===== src/rtl/fb_scanout_reader.sv =====
// Frame-buffer scanout master: linear RAM reads, 2-cycle latency absorbed by a
// credit-limited show-ahead FIFO, pixels streamed out with x/y/sof/eol tags.
module fb_scanout_reader #(
  parameter int WIDTH      = 640,
  parameter int HEIGHT     = 480,
  parameter int DATA_SIZE  = 4,
  parameter int FIFO_DEPTH = 4
) (
  input  logic                        clock,
  input  logic                        reset_n,
  input  logic                        start,
  output logic                        busy,
  output logic                        frame_done,
  output logic                        rd_en,
  output logic [18:0]                 rd_addr,
  input  logic signed [DATA_SIZE-1:0] rd_data,
  output logic signed [DATA_SIZE-1:0] pix_data,
  output logic [9:0]                  pix_x,
  output logic [9:0]                  pix_y,
  output logic                        pix_sof,
  output logic                        pix_eol,
  output logic                        pix_valid,
  input  logic                        pix_ready
);

  localparam int NPIX = WIDTH * HEIGHT;
  localparam int PW   = $clog2(FIFO_DEPTH);
  localparam int CW   = $clog2(FIFO_DEPTH + 1) + 1;

  if (FIFO_DEPTH < 4) begin : g_depth_chk
    $error("fb_scanout_reader: FIFO_DEPTH must be >= 4");
  end
  if (NPIX > (1 << 19)) begin : g_size_chk
    $error("fb_scanout_reader: WIDTH*HEIGHT must fit in 19 address bits");
  end

  typedef enum logic [1:0] {S_IDLE, S_FETCH, S_DRAIN} state_t;

  state_t                      r_state, w_next;
  logic [2:1]                  r_vld_pipe;
  logic [18:0]                 r_addr;
  logic [CW-1:0]               r_count;
  logic [CW-1:0]               w_used;
  logic [PW-1:0]               r_wptr, r_rptr;
  logic signed [DATA_SIZE-1:0] r_mem [FIFO_DEPTH];
  logic [9:0]                  r_x, r_y;
  logic                        r_done;
  logic                        w_push, w_pop, w_last_addr, w_enter_idle;

  function automatic logic [PW-1:0] f_inc(input logic [PW-1:0] p);
    return (p == PW'(FIFO_DEPTH - 1)) ? '0 : p + 1'b1;
  endfunction

  // Credits: FIFO occupancy plus reads still in the RAM pipe never exceed depth,
  // so a returning read always has a slot.
  assign w_used      = r_count + CW'(r_vld_pipe[1]) + CW'(r_vld_pipe[2]);
  assign rd_en       = (r_state == S_FETCH) && (w_used < CW'(FIFO_DEPTH));
  assign rd_addr     = r_addr;
  assign w_last_addr = (r_addr == 19'(NPIX - 1));
  assign w_push      = r_vld_pipe[2];
  assign pix_valid   = (r_count != '0);
  assign w_pop       = pix_valid & pix_ready;
  assign pix_data    = r_mem[r_rptr];
  assign pix_x       = r_x;
  assign pix_y       = r_y;
  assign pix_sof     = pix_valid && (r_x == '0) && (r_y == '0);
  assign pix_eol     = pix_valid && (r_x == 10'(WIDTH - 1));
  assign busy        = (r_state != S_IDLE);
  assign frame_done  = r_done;

  always_comb begin
    w_next = r_state;
    case (r_state)
      S_IDLE:  if (start) w_next = S_FETCH;
      S_FETCH: if (rd_en && w_last_addr) w_next = S_DRAIN;
      S_DRAIN: begin
        // Leave on the edge that pops the final pixel.
        if (r_vld_pipe == '0 &&
            (r_count == '0 || (r_count == CW'(1) && w_pop)))
          w_next = S_IDLE;
      end
      default: w_next = S_IDLE;
    endcase
  end

  assign w_enter_idle = (r_state != S_IDLE) && (w_next == S_IDLE);

  always_ff @(posedge clock or negedge reset_n) begin
    if (!reset_n) begin
      r_state    <= S_IDLE;
      r_done     <= 1'b0;
      r_vld_pipe <= '0;
      r_addr     <= '0;
    end else begin
      r_state    <= w_next;
      r_done     <= w_enter_idle;
      r_vld_pipe <= {r_vld_pipe[1], rd_en};
      if (w_enter_idle) r_addr <= '0;
      else if (rd_en)   r_addr <= r_addr + 19'd1;
    end
  end

  always_ff @(posedge clock or negedge reset_n) begin
    if (!reset_n) begin
      for (int i = 0; i < FIFO_DEPTH; i++) r_mem[i] <= '0;
      r_wptr  <= '0;
      r_rptr  <= '0;
      r_count <= '0;
    end else begin
      if (w_push) begin
        r_mem[r_wptr] <= rd_data;
        r_wptr        <= f_inc(r_wptr);
      end
      if (w_pop) r_rptr <= f_inc(r_rptr);
      r_count <= r_count + CW'(w_push) - CW'(w_pop);
    end
  end

  always_ff @(posedge clock or negedge reset_n) begin
    if (!reset_n) begin
      r_x <= '0;
      r_y <= '0;
    end else if (w_enter_idle) begin
      r_x <= '0;
      r_y <= '0;
    end else if (w_pop) begin
      if (r_x == 10'(WIDTH - 1)) begin
        r_x <= '0;
        r_y <= r_y + 10'd1;
      end else begin
        r_x <= r_x + 10'd1;
      end
    end
  end

endmodule


===== config.mk =====
export PLATFORM = sky130hd
export DESIGN_NAME = fb_scanout_reader
export DESIGN_NICKNAME = d
export VERILOG_FILES = /design/src/rtl/fb_scanout_reader.sv
export SDC_FILE = /design/constraint.sdc
export NUM_CORES = 1
export LEC_CHECK = 0
export ABC_CLOCK_PERIOD_IN_PS = 4300
export CAP_MARGIN = 20
export CORE_MARGIN = 4
export CORE_UTILIZATION = 58
export CTS_BUF_LIST = sky130_fd_sc_hd__clkbuf_8 sky130_fd_sc_hd__clkbuf_16
export DETAILED_ROUTE_END_ITERATION = 8
export GPL_TIMING_DRIVEN = 1
export PLACE_DENSITY = 0.86
export SLEW_MARGIN = 20
export SYNTH_ARGS = -nofsm -noshare
export SYNTH_HDL_FRONTEND = slang
export SYNTH_SLANG_ARGS = --single-unit

===== constraint.sdc =====
create_clock -name clock -period 4.3 [get_ports clock]
set_clock_uncertainty 0.2 [all_clocks]
set_input_delay 0.86 -clock clock [delete_from_list [all_inputs] [get_ports clock]]
set_output_delay 0.86 -clock clock [all_outputs]
set_load 0.01 [all_outputs]

==> results of run 1 <==
## registers in the layout (all words and copies together), names as in the netlist
name        flops
pix_y          10
r_rptr          2
frame_done      1
r_wptr          2
rd_addr        19
r_mem          16
r_vld_pipe      2
r_state         2
pix_x          10
r_count         4
## through the flow
stage | power [mW] | instances | instance area (um2) | hold slack, ns
final | 3.01 | 502 | 4470 | 0.232
after detailed placement | 2.53 | 486 | 4290 | 0.220
after global placement | 2.44 | 486 | 4290 | 0.215
after floorplan | 1.91 | 363 | 3660 | 0.175
after CTS | 3.03 | 502 | 4470 | 0.237
after global routing | 3.25 | 502 | 4470 | 0.248
## final cells by class
cell class / count / area [um2] / area share
clock buffer: 10 / 138 / 0.0308
inverter: 28 / 105 / 0.0235
clock inverter: 6 / 46.3 / 0.0104
sequential: 68 / 1700 / 0.381
timing repair buffer: 58 / 571 / 0.128
multi-input combinational: 257 / 1810 / 0.406
tap: 75 / 93.8 / 0.0210
## layout by cell type, fill, tap and decap left out, types with 2 or more instances in the layout
cell | synthesis | routed
clkinvlp_4 | 0 | 2
nor3_1 | 7 | 7
clkbuf_8 | 0 | 10
nand3_1 | 13 | 13
or4_1 | 9 | 9
a21oi_1 | 21 | 21
a31oi_1 | 2 | 2
ha_1 | 17 | 17
buf_4 | 0 | 2
nor4_1 | 6 | 6
a21o_1 | 4 | 4
nand4_1 | 8 | 8
nand2b_1 | 4 | 4
and3_1 | 7 | 7
mux2i_1 | 5 | 5
nor2_1 | 14 | 14
mux2_2 | 16 | 16
o21a_1 | 2 | 2
inv_6 | 0 | 2
xnor2_1 | 9 | 9
inv_1 | 27 | 27
a211oi_1 | 2 | 2
o21ai_0 | 21 | 21
or2_2 | 2 | 2
and2_1 | 3 | 3
o31ai_1 | 10 | 10
mux4_2 | 4 | 4
clkdlybuf4s50_1 | 0 | 55
o211ai_1 | 5 | 5
nand2_1 | 34 | 34
dfrtp_1 | 68 | 68
nor4b_1 | 2 | 2
or3_1 | 11 | 11
## worst max-delay path: cells and delay by family, from the launching register on
family,cells,cell delay (ns)
AO/OA/AOI/OAI,3,0.73
adder cells (fa/ha/maj),1,0.33
buffers and inverters,1,0.61
flip-flops,1,0.49
AND/OR/NAND/NOR,1,0.31
## synth_stat cells, types with 10 or more instances
cell | count | area (um2)
a21oi_1 | 21 | 105
dfrtp_1 | 68 | 1700
ha_1 | 17 | 213
inv_1 | 27 | 101
mux2_2 | 16 | 180
nand2_1 | 34 | 128
nand3_1 | 13 | 65.1
nor2_1 | 14 | 52.6
o21ai_0 | 21 | 105
o31ai_1 | 10 | 75.1
or3_1 | 11 | 68.8
## layer usage
layer,GRT usage,share of wire,up-vias
met3,0.0549,0.058,14
li1,-,-,1441
met4,0.105,0.016,0
met2,0.392,0.48,117
met5,0,0,-
met1,0.316,0.45,1511
## worst max-delay path by stage
stage,from,cells after the start,endpoint
6_report,r_vld_pipe[2]$_DFF_PN0_,6,rd_en
5_1_grt,r_vld_pipe[2]$_DFF_PN0_,6,rd_en
4_1_cts,r_vld_pipe[2]$_DFF_PN0_,6,rd_en
3_5_place_dp,r_vld_pipe[2]$_DFF_PN0_,6,rd_en
3_3_place_gp,r_vld_pipe[2]$_DFF_PN0_,6,rd_en
2_1_floorplan,r_count[1]$_DFF_PN0_,6,rd_en
## power by group through the flow
| stage | Combinational (mW) | Sequential (mW) | Clock [mW] |
|---|---|---|---|
| final | 1.30 | 1.22 | 0.494 |
| after global routing | 1.45 | 1.27 | 0.527 |
| after CTS | 1.32 | 1.21 | 0.496 |
| after detailed placement | 1.31 | 1.22 | 0 |
| after global placement | 1.25 | 1.19 | 0 |
| after floorplan | 0.738 | 1.18 | 0 |
## kinds of logic after synthesis
family                     after synthesis
and+or+nand+nor                        129
AOI/OAI and AO/OA                       75
DFF                                     68
buffers and inverters                   38
muxes                                   25
adders and majority gates               18
xor gates and xnor gates                10
==> impl_metrics.yaml, run 1 <==
synthesis:
  ys_warn_count: 0
  synth_area_per_cell_um2: 10.1
  syn_inst: 363
  ys_ff_latch: 68
  synthArstFlopShare: 1.00
  synthFlopType: "dfrtp_1"
  yosys.area_share.simple: 0.194
  yosysSeqAreaShare: 0.465
  synth_xor_area_frac: 0.0239
  synth_fa_ha_area_frac: 0.0636
  yosysUniqueCellTypes: 51
  synth_compound_area_frac: 0.126
  synth_top_family_by_area: "simple AND/OR/NAND/NOR gates"
  syn-cell-area_um2: 3660
  synth_nets: 389
  synth_edf_count: 0
  synthMuxAreaShare: 0.0875
critical_path:
  reg2reg_depth: 12
  r2r_setup_slack_ns: 1.18
  worstSetupPathType: "flop to output port"
  worstSetupEndpointType: "output port"
  crit_fanout: 11
  cp_slowest_stage_delay_ns: 0.61
  path_cells: "ha_1 > a21oi_1 > o211ai_1 > o21a_1 > nor2_1 > clkdlybuf4s50_1"
  r2r_start: "r_count[2]$_DFF_PN0_"
  cp-start-kind: "flop"
  worstPathRequired_ns: 3.24
  crit_arrival_ns: 2.82
  reg2reg_to: "r_count[2]$_DFF_PN0_"
  cp_slowest_cell: "clkdlybuf4s50_1"
drt:
  drt-pass1-iter-count: 5
  vias: 3083
  drt_iter0_drc: 188
  drcViolationCount: 0
  via_per_inst: 6.14
  wirelength_um: 8440
  wl_per_cell_um: 16.8
  route.antenna.remaining_nets: 0
clocking:
  cts-root-buf: "clkbuf_8"
  post_cts_buffers: 0
  holdBufCountCts: 0
  clock_path_buffers: 2
  cts_tree: "built"
  htree_levels: 3
  post_cts_resized: 0
  cts_buffers: 9
  cts.sink_count: 68
  clk_latency_ns: 0.35
  cts.clk_slew.worst_paths_ns: 0.07
cells_and_area:
  post-route-util: 0.742
  drive_above_1_share: 0.105
  nets: 448
  fill_cells: 428
  antennaDiodeCount: 0
  area_growth_pct: 22.1
floorplanning:
  dieArea_um2: 7650
  die_h_um: 87.5
  rows: 28
  die_w_um: 87.5
  initial_utilization: 0.608
  io_pins: 57
  core-area_um2: 6030
power:
  power_frac_clock: 0.164
  pwr_density_cell_nw_per_um2: 674
  power_switching_mw: 1.18
  power_frac_seq: 0.404
  comb_power_share: 0.432
  p_leak_nw: 1.90
  power.internal_mw: 1.84
  ir_worst_vdd_v: 0.000427
  switching_share: 0.391
timing:
  period_needed_ns: 3.88
  finalHoldViolations: 0
  period_share: 0.903
  rsz0062_at_grt: "no"
  tightest_slew_ns: 0.876
  slew_headroom: 0.411
  setup_slack_ns: 0.418
  finalSetupViolations: 0
  setup_tns_ns: 0
  report.final.slew_viol_count: 0
  fmax_ghz: 0.258
grt:
  grt_overflow: 0
  grt_pass1_wl_um: 14700
  antenna_found_initial: 0
  grt_start_max_net_pins: 36
  grt_pass1_vias: 3203
  track_usage: 0.244
hold_path:
  hold_depth: 0
  hp-start: "r_vld_pipe[1]$_DFF_PN0_"
  holdPathEnd: "r_vld_pipe[2]$_DFF_PN0_"
  hp-class: "flop to flop"
placement:
  place_hpwl_um: 6110
  gp_congestion: 0.808
  port_buffers: 56
  post-place-ws_ns: 0.811
status:
  status: "finished, final reports clean"
job:
  drv_cap: 0
No activity file was read; power rests on OpenSTA's default activity.
==> run 2, diff against run 1 <==
- CORE_MARGIN: 4 -> 2
==> run 2 against run 1 <==
Against the previous run:
- worst setup slack improved by 0.041 ns
- register-to-register slack barely moved
- clock power grew 12%
- sequential power is essentially flat
- combinational power about the same
- critical path depth stayed put
- hold slack gained 0.011 ns
- clock-buffer cell count unchanged
- sequential cell count unchanged
- core utilization up 0.54 points
==> impl_metrics.yaml, run 2 (synthesized netlist as in run 1, its figures left out) <==
grt:
  grt_pass1_wl_um: 14200
  grt_start_max_net_pins: 35
  grt_overflow: 0
  antenna_found_initial: 0
  grt_pass1_vias: 2989
  track_usage: 0.251
cells_and_area:
  nets: 449
  antennaDiodeCount: 0
  layout_common_cells: "68 x dfrtp_1, 55 x clkdlybuf4s50_1, 34 x nand2_1, 27 x inv_1"
  multiInputGateArea_um2: 1810
  fill_cells: 434
  finalNonFillerCells: 503
  largest_reg_flops: 19
  area_growth_pct: 23.0
  drive_above_1_share: 0.107
  seqCellArea_um2: 1700
  postLayoutCellArea_um2: 4500
  final_common_cell: "dfrtp_1"
power:
  p_leak_nw: 1.91
  ir_worst_vdd_v: 0.000424
  power.total_mw: 3.06
  pwr_density_cell_nw_per_um2: 679
timing:
  hold_slack_ns: 0.243
  rsz0062_at_grt: "no"
  slew_headroom: 0.428
  fmax_ghz: 0.260
  finalHoldViolations: 0
  setup_tns_ns: 0
  tightest_slew_ns: 0.849
  finalSetupViolations: 0
  period_needed_ns: 3.84
  report.final.slew_viol_count: 0
  period_share: 0.893
placement:
  place_hpwl_um: 5850
  port_buffers: 56
  placed_area_um2: 4290
  gp_congestion: 0.850
  dp_cells: 487
clocking:
  holdBufCountCts: 0
  post_cts_resized: 0
  clk_latency_ns: 0.35
  cts_buffers: 9
  cts.clk_slew.worst_paths_ns: 0.07
  cts_tree: "built"
  cts-root-buf: "clkbuf_8"
  clock_path_buffers: 2
  post_cts_buffers: 0
  htree_levels: 3
  cts.sink_count: 68
drt:
  route.antenna.remaining_nets: 0
  wirelength_um: 8330
  drt_iter0_drc: 247
  vias: 3076
  drt-pass1-iter-count: 5
  via_per_inst: 6.12
  drcViolationCount: 0
  wl_per_cell_um: 16.6
floorplanning:
  dieArea_um2: 6960
  io_pins: 57
  die_h_um: 83.5
  initial_utilization: 0.608
  die_w_um: 83.5
  core-area_um2: 6030
  rows: 28
critical_path:
  worstPathRequired_ns: 3.24
  cp-start-kind: "flop"
  worstSetupEndpointType: "output port"
  reg2reg_depth: 12
  worstSetupPathType: "flop to output port"
  crit_fanout: 11
  crit_arrival_ns: 2.78
hold_path:
  hold_depth: 0
  hp-class: "flop to flop"
status:
  status: "finished, final reports clean"
job:
  drv_cap: 0
-- run 2: stage by stage --
step                 util  setup WS (ns)
finish              0.747          0.458
global placement    0.712          0.926
detailed placement  0.712          0.834
global route        0.747          0.264
floorplan               -           1.56
CTS                 0.747          0.433
-- run 2: cell type report --
class                   count  share of cell area
clock inverters             6              0.0158
inverters                  28              0.0233
well taps                  75              0.0208
repair buffers             59               0.128
clock buffers              10              0.0306
multi-input cells         257               0.403
flip-flops and latches     68               0.378
-- run 2: worst paths after layout --
path                                    startpoint                      end  slack, ns
max                           r_count[1]$_DFF_PN0_                    rd_en       0.46
min                        r_vld_pipe[1]$_DFF_PN0_  r_vld_pipe[2]$_DFF_PN0_       0.24
max reg2reg                   r_count[2]$_DFF_PN0_     r_count[2]$_DFF_PN0_       1.19
min reg2reg                r_vld_pipe[1]$_DFF_PN0_  r_vld_pipe[2]$_DFF_PN0_       0.24
max in group asynchronous                  reset_n     r_mem[3]$_DFFE_PN0P_       2.74
min in group asynchronous                  reset_n     r_mem[8]$_DFFE_PN0P_       0.38
-- run 2: critical path, stage by stage, from the launching register on --
cell and delay, ns:
dfrtp_1 0.53, ha_1 0.26, nor4bb_1 0.28, a31oi_1 0.12
o21a_1 0.32, nor2_1 0.32, clkdlybuf4s50_1 0.60
-- run 2: metal layers --
layer / routed length (um) / GRT usage / vias up
met5: 0 / 0 / -
met4: 143 / 0.0894 / 0
met3: 487 / 0.0524 / 16
met2: 3950 / 0.400 / 109
met1: 3740 / 0.344 / 1509
li1: - / - / 1442
-- run 2: power by group --
group	leakage (nW)	internal, mW	switching (mW)
Sequential	0.871	0.897	0.313
Combinational	0.944	0.712	0.582
Clock	0.0995	0.288	0.265
Total	1.91	1.90	1.16
